## src/rtl/lc3b_exec_unit.sv

```systemverilog
// LC-3b execute stage: 16-bit ALU plus PC-relative target adder, both captured in stage registers.
// Optional nzp condition-code register enabled by defining EXEC_CC_EN.
module lc3b_exec_unit #(
   parameter int WIDTH = 16
) (
   input  logic             clk,
   input  logic             reset,
   input  logic             load,
   input  logic [2:0]       aluop,
   input  logic [WIDTH-1:0] a,
   input  logic [WIDTH-1:0] b,
   input  logic [WIDTH-1:0] pc,
   input  logic [8:0]       offset9,
   input  logic [10:0]      offset11,
   input  logic             offset_sel,
   output logic [WIDTH-1:0] alu_q,
   output logic [WIDTH-1:0] target_q,
   output logic [WIDTH-1:0] alu_f
`ifdef EXEC_CC_EN
   ,
   output logic [2:0]       cc_q
`endif
);

   logic [WIDTH-1:0] adj;
   logic [WIDTH-1:0] target_next;

   always_comb begin
      alu_f = '0;
      case (aluop)
         3'b000: alu_f = a + b;
         3'b001: alu_f = a & b;
         3'b010: alu_f = ~a;
         3'b011: alu_f = a;
         3'b100: alu_f = a << b[3:0];
         3'b101: alu_f = a >> b[3:0];
         3'b110: alu_f = $unsigned($signed(a) >>> b[3:0]);
         default: alu_f = '0;
      endcase
   end

   // Offset fields are sign-extended and word-aligned (<<1) before the add.
   always_comb begin
      if (offset_sel)
         adj = {{4{offset11[10]}}, offset11, 1'b0};
      else
         adj = {{6{offset9[8]}}, offset9, 1'b0};
      target_next = pc + adj;
   end

   always_ff @(posedge clk) begin
      if (reset) begin
         alu_q    <= '0;
         target_q <= '0;
      end else if (load) begin
         alu_q    <= alu_f;
         target_q <= target_next;
      end
   end

`ifdef EXEC_CC_EN
   logic [2:0] cc_next;

   always_comb begin
      if (alu_f[WIDTH-1])
         cc_next = 3'b100;
      else if (alu_f == '0)
         cc_next = 3'b010;
      else
         cc_next = 3'b001;
   end

   always_ff @(posedge clk) begin
      if (reset)
         cc_q <= 3'b010;
      else if (load)
         cc_q <= cc_next;
   end
`endif

endmodule

```

## config.mk

```make
export PLATFORM = sky130hd
export DESIGN_NAME = lc3b_exec_unit
export DESIGN_NICKNAME = d
export VERILOG_FILES = /design/src/rtl/lc3b_exec_unit.sv
export SDC_FILE = /design/constraint.sdc
export NUM_CORES = 1
export LEC_CHECK = 0
export ABC_AREA = 1
export CAP_MARGIN = 15
export CELL_PAD_IN_SITES_DETAIL_PLACEMENT = 2
export CELL_PAD_IN_SITES_GLOBAL_PLACEMENT = 2
export CORE_MARGIN = 2
export CORE_UTILIZATION = 27
export CTS_CLUSTER_SIZE = 24
export DETAILED_ROUTE_END_ITERATION = 7
export PLACE_DENSITY_LB_ADDON = 0.25
export SETUP_SLACK_MARGIN = 0.15
export SLEW_MARGIN = 30
export SYNTH_ARGS = -nofsm -noshare
export SYNTH_HDL_FRONTEND = slang
export SYNTH_SLANG_ARGS = --single-unit
```

## constraint.sdc

```tcl
create_clock -name clk -period 5.96 [get_ports clk]
set_clock_uncertainty 0.05 [all_clocks]
set_input_delay 0.894 -clock clk [delete_from_list [all_inputs] [get_ports clk]]
set_output_delay 0.894 -clock clk [all_outputs]
set_load 0.005 [all_outputs]
```

==> After elaboration in Yosys (flattened, before gate mapping) <==
Cells that the tools add are included.
{ "totals": {"reg_bits": 32, "input_bits": 75, "out_inout_bits": 48} }
{ "classes": {"n_addsub": 2, "n_eq_ne": 6, "shift": 3, "mux": 2, "bitwise_logic": 2, "reduce_logical": 1} }
{ "ops": {"columns": ["operator", "count"], "rows": [
  ["one-hot mux 16 bit (7 select lines)", 1],
  ["adder 16 bit", 2],
  ["AND 16 bit", 1],
  ["two-way mux 16 bit", 1],
  ["inverter 16 bit", 1],
  ["<< shifter 16 x 4 -> 16 bit", 1],
  [">> shifter 16 x 4 -> 16 bit", 1],
  [">>> shifter 16 x 4 -> 16 bit", 1],
  ["== test 3 bit (second input constant)", 3],
  ["== test 3 x 2 -> 1 bit (second input constant)", 2],
  ["== test 3 x 1 -> 1 bit (second input constant)", 1],
  ["zero test 3 bit", 1]
]} }

==> Depth between registers and ports, before layout <==
{ "logic_depth": {"word_depth": 2, "ltp_mapped": 14, "ltp_nobuf": 14} }

==> Worst setup path before layout <==
Ideal clock, no wire load.
{ "synth_path": {"path_kind": "input port to output port", "startpoint": "input port a[0]", "endpoint": "output port alu_f[6]", "arrival_time_ps": 2215, "setup_slack_ps": 2801, "cell_stages": 11, "path_buffers": 0, "cell_sequence": "ha_1 > fa_1 > nand3_1 > nand3_1 > nand2_1 > nand2_1 > nand2_1 > nand2_1 > o21ai_0 > inv_1 > nand2_1"} }
{ "synth_between": {"elab_chain_cells": 2} }
{ "synth_rtl": {"columns": ["item", "line", "rtl"], "rows": [
  ["start: declaration", "10", "input logic [WIDTH-1:0] a,"],
  ["adder 16 bit, or another cell as far along", "31", "3'b000: alu_f = a + b;"],
  ["one-hot mux 16 bit (7 select lines) (*)", "30", "case (aluop)"],
  ["end: declaration", "18", "output logic [WIDTH-1:0] alu_f"]
]} }
Mark *: on every way between the ends. The rest lies on a longest branch, timed or not.

==> Worst setup path after layout <==
{ "layout_path": {"startpoint": "input port b[0]", "endpoint": "output port alu_f[4]"} }
{ "layout_between": {"elab_chain_cells": 2} }
{ "layout_rtl": {"columns": ["item", "line", "rtl"], "rows": [
  ["start: declaration", "11", "input logic [WIDTH-1:0] b,"],
  ["adder 16 bit, or another cell as far along", "31", null],
  ["one-hot mux 16 bit (7 select lines) (*)", "30", null]
]} }
Marks and branches as above.

==> results.txt <==
----------------------------------------------------
[Run status]
  Result of the run ... completed

[Synthesis]
  Number of warnings reported in the yosys synthesis log ... 0
  Number of synthesized register bits ... 32
  Avg Synthesized Cell Area ... 5.312 um2
  Number of synthesized flops with an enable pin ... 0
  Mapped Cells ... 952
  Most numerous cell types in the synthesized netlist ... 326 x sky130_fd_sc_hd__nand2_1, 147 x sky130_fd_sc_hd__nand3_1, 122 x sky130_fd_sc_hd__nor2_1, 92 x sky130_fd_sc_hd__inv_1
  Yosys top cell by area ... sky130_fd_sc_hd__nand2_1
  Share of synthesized flip-flops with an asynchronous set or reset ... 0
  Register area share after synthesis ... 0.1267
  Synthesized netlist net count ... 1060
  Synthesized area ... 0.005057 mm2
  Largest cells by area after synthesis ... sky130_fd_sc_hd__nand2_1 24%, sky130_fd_sc_hd__nand3_1 15%, sky130_fd_sc_hd__dfxtp_1 13%, sky130_fd_sc_hd__nor2_1 9.1%, sky130_fd_sc_hd__ha_1 7.7%
  Top_reg_cell synth ... sky130_fd_sc_hd__dfxtp_1
  Synth cell types ... 44
  Cell with the most instances after synthesis ... sky130_fd_sc_hd__nand2_1
  Portion of synthesized cell area occupied by the leading cell type ... 0.2420

[Floorplanning]
  Floorplan row count ... 50
  Width of the die ... 140.9 um
  Full die area ... 0.01984 mm2
  I/O pin count ... 123
  Vertical die dimension ... 140.9 um
  Initial Util ... 0.2731
  Placeable core area ... 0.01852 mm2

[Clocking]
  Post-CTS Hold Buffers ... 0
  Master cell of the clock root buffer ... sky130_fd_sc_hd__clkbuf_16
  Cells resized by post-CTS repair ... 0
  Reg clk slew, reported paths ... 0.05 ns
  Clock sinks ... 32
  Maximum level of the CTS H-tree ... 2
  Later-pin clock latency in the skew report ... 0.27 ns
  Buffer levels on the longest clock path ... 2
  Number of buffers added by the clock tree synthesis step ... 5
  TritonCTS clock tree ... yes
  Post-CTS Setup Inserts ... 0

[Routing]
  Number of vias after detailed routing ... 6464
  Initial DRC count ... 274
  DRC viols ... 0
  Total detailed-routing wirelength ... 23290 um
  Post-DRT Antenna Nets ... 0
  Detailed Routing Iterations Pass 1 ... 4
  Routed wirelength normalized by instance count ... 18.07 um
  Vias per cell ... 5.015

[Setup path]
  Critical path fanouts, max ... 20
  Class of the most critical setup path ... in2out
  Arrival time at the worst endpoint ... 3.66 ns
  Worst Reg-to-Reg Cells ... 4
  Required time at the worst-slack endpoint ... 5.02 ns
  Crit. End Element ... output pin
  CP startpoint kind ... input port

[Pwr]
  Power density over cell area ... 161.1 mW/mm2
  Power share of the sequential group ... 0.232
  Switching share of total power ... 0.4058
  Clock group share of total power ... 0.240
  Final Total Pwr ... 1056 uW
  Leak Pwr ... 0.003397 uW
  Switching power summed over all nets ... 428.7 uW
  Worst voltage drop across the vdd grid ... 0.1225 mV
  Fraction of power consumed by combinational cells ... 0.528
  Internal power summed over all cells ... 627.6 uW

[Worst hold path]
  Hold Path Cell Cnt ... 2
  Worst hold-check path type ... reg2reg

[STA]
  Min Tclk post-route ... 4.602 ns
  Actual transition at the worst max-transition pin ... 0.9272 ns
  Final hold violation count ... 0
  Share of the cycle needed by the critical path after routing ... 0.7722
  Max transition margin ... 0.3812
  Setup-violating endpoint count in the final report ... 0
  TNS Setup ... 0 ns
  Timing-limited maximum frequency ... 217.3 MHz
  Final number of max-transition violations ... 0
  Setup repair after global routing missed its margin ... false

[Placement]
  Detailed Place HPWL ... 19390 um
  Number of port buffers ... 122
  Final estimated routing congestion in global placement ... 0.9225

[GRT]
  Antenna violations before repair ... 0
  Number of global-route vias before repair ... 6868
  Pin count of the biggest net entering global routing ... 53
  Gr usage total ... 0.2361
  Wire length of the first global-routing pass ... 37250 um
  Total gr overflow ... 0

[Finish]
  Area added between synthesis and finish ... 29.66%
  Final net count ... 1162
  Proportion of layout cells with a drive suffix above 1 ... 0.04455
  Ant. Diodes ... 0

[Flow run]
  Number of maximum-capacitance constraint violations ... 0

----------------------------------------------------
power groups by stage:
stage,sequential (uW),combinational [uW],clock (uW)
2_1_floorplan,250,307,0
3_5_place_dp,250,557,0
5_1_grt,247,624,272
3_3_place_gp,249,545,0
4_1_cts,246,562,261
6_report,245,558,253
cells in the final DEF, fill, tap and decap left out, types with 2 or more instances in the layout:
| cell | synthesis | routed |
|---|---|---|
| sky130_fd_sc_hd__nand4_1 | 10 | 10 |
| sky130_fd_sc_hd__o21ai_0 | 38 | 38 |
| sky130_fd_sc_hd__nand2_4 | 5 | 5 |
| sky130_fd_sc_hd__fa_1 | 2 | 2 |
| sky130_fd_sc_hd__nand3_1 | 147 | 147 |
| sky130_fd_sc_hd__and2_1 | 6 | 6 |
| sky130_fd_sc_hd__nand2_2 | 6 | 6 |
| sky130_fd_sc_hd__inv_2 | 7 | 7 |
| sky130_fd_sc_hd__nor2_1 | 122 | 122 |
| sky130_fd_sc_hd__buf_4 | 4 | 6 |
| sky130_fd_sc_hd__nor2_2 | 4 | 4 |
| sky130_fd_sc_hd__ha_1 | 31 | 31 |
| sky130_fd_sc_hd__o21ai_1 | 6 | 6 |
| sky130_fd_sc_hd__a21oi_1 | 38 | 38 |
| sky130_fd_sc_hd__or2_2 | 3 | 3 |
| sky130_fd_sc_hd__a31oi_1 | 2 | 2 |
| sky130_fd_sc_hd__dfxtp_1 | 32 | 32 |
| sky130_fd_sc_hd__nand2_1 | 326 | 326 |
| sky130_fd_sc_hd__o22ai_1 | 2 | 2 |
| sky130_fd_sc_hd__o211ai_1 | 4 | 4 |
| sky130_fd_sc_hd__clkbuf_1 | 11 | 2 |
| sky130_fd_sc_hd__nand3_2 | 6 | 6 |
| sky130_fd_sc_hd__inv_1 | 92 | 92 |
| sky130_fd_sc_hd__clkbuf_16 | 0 | 5 |
| sky130_fd_sc_hd__clkdlybuf4s50_1 | 0 | 121 |
| sky130_fd_sc_hd__xor2_1 | 6 | 6 |
| sky130_fd_sc_hd__nand3b_1 | 7 | 7 |
| sky130_fd_sc_hd__nor3_1 | 4 | 4 |
worst max-delay path, stage by stage:
cell and delay (ns):
sky130_fd_sc_hd__clkdlybuf4s50_1 0.39, sky130_fd_sc_hd__buf_4 0.22, sky130_fd_sc_hd__ha_1 0.29, sky130_fd_sc_hd__fa_1 0.46
sky130_fd_sc_hd__nand3_1 0.10, sky130_fd_sc_hd__nand3_1 0.12, sky130_fd_sc_hd__o21ai_0 0.27, sky130_fd_sc_hd__nand3_1 0.13
sky130_fd_sc_hd__nor2_1 0.27, sky130_fd_sc_hd__inv_1 0.07, sky130_fd_sc_hd__clkdlybuf4s50_1 0.45
area by class of cell:
cell class                 instances  area, um2
clock buffer                       8      146.4
multi-input combinational        787       3837
sequential                        32      640.6
tap                              234      292.8
inverter                         101      384.1
timing repair buffer             127       1256
fill                            2417      11960
through the flow:
step / setup slack (ns) / hold WS [ns] / area [um2] / util / instances
after CTS: 1.320 / 0.4564 / 6555 / 0.3540 / 1289
after global routing: 1.128 / 0.4806 / 6558 / 0.3541 / 1289
after global placement: 1.442 / 0.4159 / 6409 / 0.3461 / 1281
after floorplan: 2.801 / 0.4223 / 5057 / - / 952
after detailed placement: 1.330 / 0.4318 / 6409 / 0.3461 / 1281
final: 1.358 / 0.4501 / 6558 / 0.3541 / 1289
logic make-up after synthesis:
kind of cell / Yosys count / share of synthesized area
DFF: 32 / 0.1267
adders and majority gates: 33 / 0.08461
buffers and inverters: 133 / 0.1145
AOI/OAI and AO/OA: 97 / 0.1032
muxes: 1 / 0.001979
and+or+nand+nor: 649 / 0.5569
xor gates and xnor gates: 7 / 0.01212
metal layers:
layer,vias to the layer above,part of all wire,global-route usage
li1,3274,-,-
met4,0,0.0090,0.02895
met2,98,0.45,0.3974
met5,-,0,0
met1,3079,0.51,0.3314
met3,13,0.040,0.03159
worst paths after layout:
check | endpoint | from | slack, ns
hold / removal | target_q[10] | target_q[10] | 0.45
hold reg to reg | target_q[10] | target_q[10] | 0.45
setup reg to reg | alu_q[1] | alu_q[1] | 5.14
setup / recovery | alu_f[4] | b[0] | 1.36
flip-flops by register name, summed over array words and instances (netlist names):
name	count
alu_q	16
target_q	16
Power figures use the tool's default switching activity.
